<file path="config.mk">
export PLATFORM = sky130hd
export DESIGN_NAME = msrv_32_alu_arbiter
export DESIGN_NICKNAME = d
export VERILOG_FILES = /design/src/rtl/msrv_32_alu_arb_pkg.sv /design/src/rtl/msrv_32_rr_arbiter.sv /design/src/rtl/msrv_32_alu_arbiter.sv
export SDC_FILE = /design/constraint.sdc
export NUM_CORES = 1
export LEC_CHECK = 0
export ABC_AREA = 1
export CAP_MARGIN = 20
export CORE_AREA = 5 5 105 107
export DETAILED_ROUTE_END_ITERATION = 16
export DIE_AREA = 0 0 110 112
export DONT_BUFFER_PORTS = 1
export PLACE_DENSITY = 0.73
export RECOVER_POWER = 100
export SLEW_MARGIN = 25
export SYNTH_ARGS = -nofsm -noshare
export SYNTH_HDL_FRONTEND = slang
export SYNTH_SLANG_ARGS = --single-unit
</file>
<file path="constraint.sdc">
create_clock -name ms_riscv32_mp_clk_in -period 2.04 [get_ports ms_riscv32_mp_clk_in]
set_input_delay 0.51 -clock ms_riscv32_mp_clk_in [delete_from_list [all_inputs] [get_ports ms_riscv32_mp_clk_in]]
set_output_delay 0.51 -clock ms_riscv32_mp_clk_in [all_outputs]
set_load 0.01 [all_outputs]
</file>
<file path="src/rtl/msrv_32_alu_arb_pkg.sv">
// rtl/msrv_32_alu_arb_pkg.sv - shared types and constants for the ALU arbiter
package msrv_32_alu_arb_pkg;

    typedef enum logic [1:0] {
        ARB_IDLE = 2'd0,
        ARB_EXEC = 2'd1,
        ARB_RESP = 2'd2
    } arb_state_e;

    // ALU opcodes as {funct7[5], funct3}
    localparam logic [3:0] FUNCT3_ADD  = 4'b0000;
    localparam logic [3:0] FUNCT3_SLL  = 4'b0001;
    localparam logic [3:0] FUNCT3_SLT  = 4'b0010;
    localparam logic [3:0] FUNCT3_SLTU = 4'b0011;
    localparam logic [3:0] FUNCT3_XOR  = 4'b0100;
    localparam logic [3:0] FUNCT3_SRL  = 4'b0101;
    localparam logic [3:0] FUNCT3_OR   = 4'b0110;
    localparam logic [3:0] FUNCT3_AND  = 4'b0111;
    localparam logic [3:0] FUNCT3_SUB  = 4'b1000;
    localparam logic [3:0] FUNCT3_SRA  = 4'b1101;

    // Requester identifiers
    localparam logic REQ_ID_0 = 1'b0;  // integer pipeline
    localparam logic REQ_ID_1 = 1'b1;  // multi-cycle helper

    // Round-robin pick: a lone requester wins, a tie goes to the one not served last
    function automatic logic rr_pick(input logic valid_0, input logic valid_1,
                                     input logic last_grant);
        if (valid_0 && valid_1) begin
            return ~last_grant;
        end
        return (valid_1 && !valid_0) ? REQ_ID_1 : REQ_ID_0;
    endfunction

endpackage

</file>
<file path="src/rtl/msrv_32_rr_arbiter.sv">
// rtl/msrv_32_rr_arbiter.sv - 2-way grant logic; MSRV32_ALU_ARB_FIXED_PRIO_EN selects fixed priority
module msrv_32_rr_arbiter
    import msrv_32_alu_arb_pkg::*;
(
    input  logic clk,
    input  logic rst_n,
    input  logic valid_0,
    input  logic valid_1,
    input  logic accept,
    output logic grant_id
);

`ifdef MSRV32_ALU_ARB_FIXED_PRIO_EN
    // Requester 0 always wins a tie; no history is kept
    always_comb begin
        grant_id = (valid_1 && !valid_0) ? REQ_ID_1 : REQ_ID_0;
    end
`else
    logic last_grant;

    // Remember the previous owner, updated only when a request is actually taken
    always_ff @(posedge clk or negedge rst_n) begin
        if (!rst_n) begin
            last_grant <= REQ_ID_1;
        end else if (accept) begin
            last_grant <= grant_id;
        end
    end

    // Alternate on ties so neither requester can starve the other
    always_comb begin
        grant_id = rr_pick(valid_0, valid_1, last_grant);
    end
`endif

endmodule

</file>
<file path="src/rtl/msrv_32_alu_arbiter.sv">
// rtl/msrv_32_alu_arbiter.sv - shares one ALU between the pipeline and the helper unit
module msrv_32_alu_arbiter
    import msrv_32_alu_arb_pkg::*;
#(
    parameter int DATA_W = 32,
    parameter int OPC_W  = 4
) (
    input  logic              ms_riscv32_mp_clk_in,
    input  logic              ms_riscv32_mp_rst_in,
    input  logic              req0_valid_in,
    output logic              req0_ready_out,
    input  logic [DATA_W-1:0] req0_op_1_in,
    input  logic [DATA_W-1:0] req0_op_2_in,
    input  logic [OPC_W-1:0]  req0_opcode_in,
    input  logic              req1_valid_in,
    output logic              req1_ready_out,
    input  logic [DATA_W-1:0] req1_op_1_in,
    input  logic [DATA_W-1:0] req1_op_2_in,
    input  logic [OPC_W-1:0]  req1_opcode_in,
    output logic              rsp0_valid_out,
    input  logic              rsp0_ready_in,
    output logic              rsp1_valid_out,
    input  logic              rsp1_ready_in,
    output logic [DATA_W-1:0] rsp_result_out,
    output logic [DATA_W-1:0] alu_op_1_out,
    output logic [DATA_W-1:0] alu_op_2_out,
    output logic [OPC_W-1:0]  alu_opcode_out,
    input  logic [DATA_W-1:0] alu_result_in
);

    arb_state_e        state_q;
    arb_state_e        state_d;
    logic              owner_q;
    logic              grant_id;
    logic              accept;
    logic [DATA_W-1:0] op_1_q;
    logic [DATA_W-1:0] op_2_q;
    logic [OPC_W-1:0]  opcode_q;
    logic [DATA_W-1:0] result_q;

    msrv_32_rr_arbiter u_rr_arbiter (
        .clk      (ms_riscv32_mp_clk_in),
        .rst_n    (ms_riscv32_mp_rst_in),
        .valid_0  (req0_valid_in),
        .valid_1  (req1_valid_in),
        .accept   (accept),
        .grant_id (grant_id)
    );

    // FSM state register
    always_ff @(posedge ms_riscv32_mp_clk_in or negedge ms_riscv32_mp_rst_in) begin
        if (!ms_riscv32_mp_rst_in) begin
            state_q <= ARB_IDLE;
        end else begin
            state_q <= state_d;
        end
    end

    // Next state and handshake outputs; ready is held low while reset is asserted
    always_comb begin
        state_d        = state_q;
        req0_ready_out = 1'b0;
        req1_ready_out = 1'b0;
        rsp0_valid_out = 1'b0;
        rsp1_valid_out = 1'b0;
        accept         = 1'b0;
        case (state_q)
            ARB_IDLE: begin
                if (ms_riscv32_mp_rst_in) begin
                    req0_ready_out = req0_valid_in && (grant_id == REQ_ID_0);
                    req1_ready_out = req1_valid_in && (grant_id == REQ_ID_1);
                end
                accept = req0_ready_out || req1_ready_out;
                if (accept) begin
                    state_d = ARB_EXEC;
                end
            end
            ARB_EXEC: begin
                state_d = ARB_RESP;
            end
            ARB_RESP: begin
                rsp0_valid_out = (owner_q == REQ_ID_0);
                rsp1_valid_out = (owner_q == REQ_ID_1);
                if ((rsp0_valid_out && rsp0_ready_in) || (rsp1_valid_out && rsp1_ready_in)) begin
                    state_d = ARB_IDLE;
                end
            end
            default: begin
                state_d = ARB_IDLE;
            end
        endcase
    end

    // Operand capture on acceptance, result capture at the end of EXEC
    always_ff @(posedge ms_riscv32_mp_clk_in or negedge ms_riscv32_mp_rst_in) begin
        if (!ms_riscv32_mp_rst_in) begin
            owner_q  <= REQ_ID_0;
            op_1_q   <= '0;
            op_2_q   <= '0;
            opcode_q <= '0;
            result_q <= '0;
        end else begin
            if (accept) begin
                owner_q  <= grant_id;
                op_1_q   <= (grant_id == REQ_ID_1) ? req1_op_1_in   : req0_op_1_in;
                op_2_q   <= (grant_id == REQ_ID_1) ? req1_op_2_in   : req0_op_2_in;
                opcode_q <= (grant_id == REQ_ID_1) ? req1_opcode_in : req0_opcode_in;
            end
            if (state_q == ARB_EXEC) begin
                result_q <= alu_result_in;
            end
        end
    end

    assign alu_op_1_out   = op_1_q;
    assign alu_op_2_out   = op_2_q;
    assign alu_opcode_out = opcode_q;
    assign rsp_result_out = result_q;

endmodule

</file>
==> results of run 1 <==
-- cells by family after synthesis --
kind of cell | Yosys count | share of synthesized area [%]
simple gates | 455 | 33.5
buf+inv | 127 | 9.84
flops | 104 | 47.1
compound gates | 69 | 9.53
-- metrics by stage --
stage               cells  TNS (ns)  power (uW)  utilization (%)  hold WS [ns]
global placement      850         0        6770             55.1         0.218
CTS                   866   -0.0197        8150             57.0        -0.201
floorplan             755         0        6200                -         0.214
detailed placement    850         0        6900             55.1         0.216
global route          866         0        8710             56.8        -0.210
finish                866         0        8020             56.8        -0.172
-- worst max-delay path, delay by kind of cell, from the launching register on --
kind                   cells  cell delay, ns
buffers and inverters      2            0.30
and+or+nand+nor            2            0.33
DFF                        1            0.43
-- power groups by stage --
| stage | combinational, uW | sequential [uW] | clock [uW] |
|---|---|---|---|
| finish | 2560 | 4240 | 1230 |
| global route | 2990 | 4360 | 1360 |
| CTS | 2620 | 4260 | 1270 |
| detailed placement | 2620 | 4280 | 0 |
| global placement | 2480 | 4280 | 0 |
| floorplan | 2210 | 3980 | 0 |
-- final cells by class --
| cell class | count | area (um^2) |
|---|---|---|
| Timing Repair Buffer | 12 | 90.1 |
| Sequential cell | 104 | 2600 |
| Fill cell | 958 | 4340 |
| Multi-Input combinational cell | 524 | 2380 |
| Tap cell | 136 | 170 |
| Inverter | 74 | 278 |
| Clock inverter | 7 | 61.3 |
| Clock buffer | 9 | 124 |
-- layer usage --
| metal | GRT usage, % | vias up | wire length (um) |
|---|---|---|---|
| li1 | - | 2265 | - |
| met1 | 29.1 | 2151 | 5580 |
| met2 | 36.4 | 200 | 7130 |
| met3 | 7.25 | 12 | 1460 |
| met4 | 6.82 | 0 | 168 |
| met5 | 0 | - | 0 |
-- final timing paths --
check | startpoint | end | slack, ns
worst max-delay path | state_q[0]$_DFFE_PN0P_ | rsp1_valid_out | 0.1
worst min-delay path | ms_riscv32_mp_rst_in | alu_op_1_out[22]$_DFFE_PN0P_ | -0.17
worst max register to register | state_q[1]$_DFFE_PN0P_ | alu_op_2_out[1]$_DFFE_PN0P_ | 0.19
worst min register to register | u_rr_arbiter.last_grant$_DFFE_PN1P_ | u_rr_arbiter.last_grant$_DFFE_PN1P_ | 0.50
max in group asynchronous | ms_riscv32_mp_rst_in | u_rr_arbiter.last_grant$_DFFE_PN1P_ | 1.98
min in group ms_riscv32_mp_clk_in | alu_result_in[28] | rsp_result_out[28]$_DFFE_PN0N_ | 0.27
-- sequential cells by signal, indices dropped and copies added (netlist names) --
register	count
u_rr_arbiter.last_grant	1
state_q	2
alu_op_2_out	32
owner_q	1
alu_opcode_out	4
alu_op_1_out	32
rsp_result_out	32
-- cell usage after synthesis --
| cell type | instances | area share, % |
|---|---|---|
| clkbuf_1 | 20 | 1.4 |
| inv_2 | 3 | 0.20 |
| dfstp_2 | 1 | 0.48 |
| inv_1 | 71 | 4.8 |
| nor2_1 | 4 | 0.27 |
| buf_2 | 24 | 2.2 |
| buf_1 | 1 | 0.068 |
| nand2_1 | 345 | 23 |
| nor2_4 | 2 | 0.41 |
| nand2_2 | 1 | 0.11 |
| buf_6 | 2 | 0.41 |
| dfrtp_1 | 103 | 47 |
| o21ai_4 | 1 | 0.29 |
| nand3_1 | 103 | 9.3 |
| buf_4 | 6 | 0.81 |
| o21bai_1 | 68 | 9.2 |
-- what timing repair did --
item,CTS,global route
endpoints found under the setup margin,2,2
endpoints found under the hold margin,104,104
gates resized for setup,0,3
buffers inserted,0,0
==> impl_metrics.toml, run 1 <==
[placement]
port_buffers = 0
dpl_worst_slack_ns = 0.404
hpwl_mm = 10.2
dpl_cell_area_um2 = 5540
routabilityCongestion = 0.792

[routing]
vias_per_cell = 5.34
drtIter0Drc = 354
drt_pass1_iterations = 6
ant_nets = 0
num_vias = 4628
routedWlPerCell_um = 16.5
routed_wl_mm = 14.3
drc_errors = 0

[floorplanning]
die_w_um = 110
core_um2 = 10000
initial_core_util_pct = 55.0
placementRows = 37
die_y_um = 112
io_pins = 278
fp.dieArea_um2 = 12300

[worst_setup_path]
worstPathArrival_ns = 1.43
path_cells = "buf_6 -> nor2_1 -> inv_1 -> nor2_2"
crit_required_ns = 1.53
crit_path_max_fanout = 34
slowest_delay_ns = 0.43
start_kind = "flip-flop"
path_class = "flip-flop to output pin"
slowest_stage = "dfrtp_1"
ff2ff_path_depth = 6
crit_path_end_kind = "output pin"

[global_routing]
grt_start_max_net_pins = 108
grt_pass1_vias = 4383
grt_pass1_wl_mm = 22.2
gr-total-overflow = 0
antenna_found_initial = 0
track_usage_pct = 22.6

[synthesis]
synth_warnings = 0
synth_area_um2 = 5530
synth_cell_types = 16
seq_area_frac_synth_pct = 47.1
syn_nets = 929
syn_inst = 755
avgSynthCellArea_um2 = 7.32
ys_ff_latch = 104

[power_and_ir_drop]
seqPwrFrac_pct = 52.8
p_int_uw = 4460
ir_drop_mv = 0.530
swShare_pct = 44.4
powerDensity_nw_per_um2 = 1410
p_clk_share_pct = 15.3
p_leak_uw = 0.00325
p_switching_uw = 3560
p_comb_share_pct = 31.9

[clock_network]
clock_latency_ns = 0.37
clk_path_buf_depth = 2
cts_buffers = 9
cts_root_buffer = "clkbuf_8"
clkSinkCount = 104
path_clk_slew_ns = 0.11
cts_tree = "yes"
cts-htree-levels = 3

[status]
status = "finished, violations left"
violations = "negative hold slack"

[timing]
setup_ws_ns = 0.0984
final_hold_viol_count = 103
maxSlewViolCount = 0
setup_violations = 0
rsz0062_at_grt = "false"
worst_pin_slew_ns = 0.831
fmaxAchievable_mhz = 515
layout_worst_path_cycle_share_pct = 95.2
skew_ns = 0.0132
relSlewSlack_pct = 44.6
hold_ws_ns = -0.172
fin_crit_ns = 1.94

[layout]
area_delta_synth_final_pct = 3.19
nets = 899
drive_gt1_share_pct = 4.38
final_common_cell = "nand2_1"
mostFrequentLayoutCells = "nand2_1, nand3_1, dfrtp_1"
antenna_cells = 0
final_cell_area_um2 = 5710

[run]
cap_violations = 0

[worst_hold_path]
hold_class = "input port to asynchronous set/reset pin"
Power figures use the tool's default switching activity.
==> run 2, diff against run 1 <==
- CAP_MARGIN: 20 -> 10
- GPL_TIMING_DRIVEN: unset -> 0
- PLACE_DENSITY: 0.73 -> 0.71
==> run 2 against run 1 <==
Effect of this change:
- the flow still finishes with violations (negative hold slack)
- cell area is 4.3% higher
- flip-flop and latch count stayed put
- cell count is 5.1% higher
- core utilization is 2.4 points higher
- die area stayed put
==> impl_metrics.toml, run 2 (same netlist as run 1, synthesis figures left out) <==
[floorplanning]
die_y_um = 112
die_w_um = 110
io_pins = 278
core_um2 = 10000
placementRows = 37
fp.dieArea_um2 = 12300
initial_core_util_pct = 55.0

[timing]
worst_pin_slew_ns = 0.458
fmaxAchievable_mhz = 520
hold_ws_ns = -0.167
fin_crit_ns = 1.92
skew_ns = 0.00859
final_hold_viol_count = 103
maxSlewViolCount = 0
relSlewSlack_pct = 69.5
layout_worst_path_cycle_share_pct = 94.3
rsz0062_at_grt = "false"
setup_violations = 0

[layout]
mostFrequentLayoutCells = "nand2_1, nand3_1, dfrtp_1"
drive_gt1_share_pct = 6.98
fillers = 981
area_delta_synth_final_pct = 7.60
final_common_cell = "nand2_1"
fin_cells = 910
antenna_cells = 0
register_area_um2 = 2600
multi_input_area_um2 = 2420
nets = 943
final_cell_area_um2 = 5950

[worst_setup_path]
ff2ff_path_depth = 9
path_class = "flip-flop to output pin"
worstPathArrival_ns = 1.41
start_kind = "flip-flop"
crit_path_end_kind = "output pin"
crit_required_ns = 1.53
crit_path_max_fanout = 7

[routing]
vias_per_cell = 5.29
routed_wl_mm = 15.8
ant_nets = 0
drtIter0Drc = 298
drt_pass1_iterations = 4
routedWlPerCell_um = 17.4
num_vias = 4814
drc_errors = 0

[global_routing]
grt_start_max_net_pins = 108
gr-total-overflow = 0
track_usage_pct = 25.1
grt_pass1_wl_mm = 24.5
antenna_found_initial = 0
grt_pass1_vias = 4801

[status]
status = "finished, violations left"
violations = "negative hold slack"

[clock_network]
clk_path_buf_depth = 2
cts_root_buffer = "clkbuf_8"
cts-htree-levels = 3
clkSinkCount = 104
path_clk_slew_ns = 0.10
cts_tree = "yes"
clock_latency_ns = 0.36
cts_buffers = 9

[run]
cap_violations = 0

[placement]
hpwl_mm = 11.9
dp.cells = 891
dpl_cell_area_um2 = 5700
port_buffers = 0
routabilityCongestion = 0.817

[power_and_ir_drop]
powerDensity_nw_per_um2 = 1410
p_leak_uw = 0.00338
ir_drop_mv = 0.623

[worst_hold_path]
hold_class = "input port to asynchronous set/reset pin"
==> run 2: worst paths after layout <==
path	from	endpoint	slack, ns
min in group ms_riscv32_mp_clk_in	alu_result_in[27]	rsp_result_out[27]$_DFFE_PN0N_	0.28
worst max register to register	u_rr_arbiter.last_grant$_DFFE_PN1P_	alu_op_1_out[18]$_DFFE_PN0P_	0.20
worst min-delay path	ms_riscv32_mp_rst_in	alu_op_2_out[14]$_DFFE_PN0P_	-0.17
worst max-delay path	u_rr_arbiter.last_grant$_DFFE_PN1P_	req1_ready_out	0.12
worst min register to register	u_rr_arbiter.last_grant$_DFFE_PN1P_	u_rr_arbiter.last_grant$_DFFE_PN1P_	0.50
max in group asynchronous	ms_riscv32_mp_rst_in	u_rr_arbiter.last_grant$_DFFE_PN1P_	1.93
==> run 2: power by group <==
part | total, uW | switching, uW | internal [uW]
sequential | 4260 | 1240 | 3020
clock | 1370 | 725 | 644
combinational | 2760 | 1690 | 1070
total | 8390 | 3660 | 4740
==> run 2: cell type report <==
class	instances	share of cell area, %
Clock inverter	5	1.07
Sequential cell	104	43.8
Tap cell	136	2.86
Timing Repair Buffer	4	0.463
Inverter	74	4.67
Multi-Input combinational cell	525	40.6
Buffer	51	4.02
Clock buffer	11	2.54
==> run 2: timing repair <==
action                     in CTS  in global routing
gates cloned                    0                  1
gates resized for setup         5                  0
setup buffers                   1                  3
pin swaps                       1                  0
hold endpoints to repair      104                103
setup endpoints to repair       2                  2
==> run 2: stage by stage <==
stage          util [%]  TNS [ns]  power, uW  worst slack [ns]  hold WS (ns)
2_1_floorplan         -         0       6200             0.247         0.214
3_3_place_gp       56.7    -0.242       6940            -0.128         0.218
3_5_place_dp       56.7    -0.273       7070            -0.141         0.217
4_1_cts            59.0         0       8470           0.00308        -0.190
5_1_grt            59.2         0       9100            0.0250        -0.189
6_report           59.2         0       8390             0.116        -0.167
==> run 2: layer usage <==
| metal | wire length, um | share of wire, % | GRT usage [%] | vias to the layer above |
|---|---|---|---|---|
| li1 | - | - | - | 2359 |
| met1 | 5960 | 38 | 29.5 | 2251 |
| met2 | 8100 | 51 | 43.5 | 192 |
| met3 | 1600 | 10 | 7.71 | 12 |
| met4 | 151 | 0.95 | 7.40 | 0 |
| met5 | 0 | 0 | 0 | - |
==> run 2: critical path, stage by stage, from the launching register on <==
cell	delay (ns)
dfstp_2	0.57
nand2_4	0.13
nand2_8	0.11
inv_2	0.04
nand3_1	0.10
inv_1	0.11
==> run 3, diff against run 2 <==
- CELL_PAD_IN_SITES_DETAIL_PLACEMENT: unset -> 1
- CELL_PAD_IN_SITES_GLOBAL_PLACEMENT: unset -> 1
- CORE_AREA: 5 5 105 107 -> unset
- CORE_MARGIN: unset -> 5
- CORE_UTILIZATION: unset -> 43
- DIE_AREA: 0 0 110 112 -> unset
- PLACE_DENSITY: 0.71 -> unset
- PLACE_DENSITY_LB_ADDON: unset -> 0.1
==> run 3 against run 2 <==
Effect of this change:
- the flow still finishes with violations (negative hold slack)
- hold slack better by 0.020 ns
- highest routed layer unchanged
- sequential power grew 0.9%
- first-iteration DRC count is 17% lower
- worst setup slack lost 0.0022 ns
- via count up 2.7%
- non-clock buffer count fell by 1
- global-route usage decreased by 1.6 points
- core utilization is 11 points lower
- critical path type unchanged
- combinational power rose by 4%
- register-to-register slack gained 0.04 ns
- power grew 4.9%
- clock power rose by 20%
==> impl_metrics.toml, run 3 (same netlist as run 1, synthesis figures left out) <==
[status]
status = "finished, violations left"
violations = "negative hold slack"

[timing]
rsz0062_at_grt = "false"
worst_pin_slew_ns = 0.633
layout_worst_path_cycle_share_pct = 94.4
maxSlewViolCount = 0
skew_ns = 0.00993
relSlewSlack_pct = 57.8
final_hold_viol_count = 103
fin_crit_ns = 1.93
setup_violations = 0
fmaxAchievable_mhz = 519
hold_ws_ns = -0.148
setup_ws_ns = 0.114

[global_routing]
grt_start_max_net_pins = 108
grt_pass1_wl_mm = 27.5
antenna_found_initial = 0
gr-total-overflow = 0
track_usage_pct = 23.5
grt_pass1_vias = 5137

[clock_network]
clk_path_buf_depth = 2
cts_tree = "yes"
cts_buffers = 9
clock_latency_ns = 0.35
cts-htree-levels = 3
path_clk_slew_ns = 0.07
cts_root_buffer = "clkbuf_16"
clkSinkCount = 104

[worst_setup_path]
cpLargestDelayFamily = "flip-flops"
path_cells = "nand2_4 -> nand2_8 -> inv_2 -> nand3_1 -> inv_1"
reg2reg_slack_ns = 0.24
slowest_stage = "dfstp_2"
start_kind = "flip-flop"
crit_start = "u_rr_arbiter.last_grant$_DFFE_PN1P_"
crit_path_max_fanout = 7
crit_path_end_kind = "output pin"
worstReg2RegStart = "state_q[0]$_DFFE_PN0P_"
crit_buf_inv = 2
crit_required_ns = 1.53
path_class = "flip-flop to output pin"
slowest_delay_ns = 0.56
worstPathArrival_ns = 1.42

[placement]
dpl_worst_slack_ns = -0.179
dp.cells = 927
routabilityCongestion = 0.843
port_buffers = 0
hpwl_mm = 13.6

[routing]
ant_nets = 0
drtIter0Drc = 248
num_vias = 4944
vias_per_cell = 5.23
drc_errors = 0
drt_pass1_iterations = 4
routed_wl_mm = 18.2
routedWlPerCell_um = 19.3

[layout]
mostFrequentLayoutCells = "nand2_1, nand3_1, dfrtp_1"
nets = 942
multi_input_area_um2 = 2420
fillers = 1642
final_common_cell = "nand2_1"
fin_cells = 945
register_area_um2 = 2600
area_delta_synth_final_pct = 9.35
antenna_cells = 0
drive_gt1_share_pct = 6.73

[floorplanning]
core_um2 = 12600
die_y_um = 123
io_pins = 278
die_w_um = 123
fp.dieArea_um2 = 15200
placementRows = 41
initial_core_util_pct = 43.8

[worst_hold_path]
hold_class = "input port to asynchronous set/reset pin"

[run]
cap_violations = 0

[power_and_ir_drop]
ir_drop_mv = 0.534
p_leak_uw = 0.00340
powerDensity_nw_per_um2 = 1460
-- run 3: changes by cell type in the layout (fill, tap and decap cells not counted), moves of 2 or more --
cell,delta
clkbuf_8,-10
clkinv_4,-2
clkbuf_16,+9
clkbuf_1,+2
clkinv_2,+2
-- run 3: worst paths after layout --
path,endpoint,cells past startpoint
max,req1_ready_out,5
min,alu_op_2_out[21]$_DFFE_PN0P_,0
max reg2reg,alu_op_2_out[20]$_DFFE_PN0P_,8
min reg2reg,u_rr_arbiter.last_grant$_DFFE_PN1P_,2
max in group asynchronous,u_rr_arbiter.last_grant$_DFFE_PN1P_,0
min in group ms_riscv32_mp_clk_in,rsp_result_out[31]$_DFFE_PN0N_,2
-- run 3: what timing repair did --
item	CTS	global route
gates cloned	0	1
setup endpoints to repair	2	1
buffers inserted	1	2
resized for setup	5	0
endpoints found under the hold margin	103	103
pin swaps	1	0
-- run 3: layer usage --
layer,wire (um),track usage [%],up-vias
met5,0,0,-
li1,-,-,2356
met4,239,6.85,0
met2,8960,39.9,168
met3,1800,8.51,17
met1,7190,27.9,2403
-- run 3: report_power, final --
part	internal, uW	leakage (uW)	switching (uW)
sequential	3030	0.00129	1270
clock	868	0.000137	773
combinational	1070	0.00197	1800
total	4960	0.00340	3840
-- run 3: per-stage QoR --
step	power, uW	util, %	cell area [um^2]	setup TNS [ns]
final	8810	47.9	6050	0
after global routing	9520	47.9	6050	0
after CTS	8940	47.8	6030	0
after detailed placement	7220	45.5	5740	-0.348
after global placement	7030	45.5	5740	-0.279
after floorplan	6200	-	5530	0
-- run 3: cell type report --
| class | instances | share of cell area (%) |
|---|---|---|
| well taps | 172 | 3.56 |
| repair buffers | 3 | 0.373 |
| clock buffers | 12 | 4.08 |
| clock inverters | 4 | 0.455 |
| multi-input cells | 525 | 40.0 |
| flip-flops and latches | 104 | 43.1 |
| inverters | 74 | 4.59 |
| plain buffers | 51 | 3.91 |
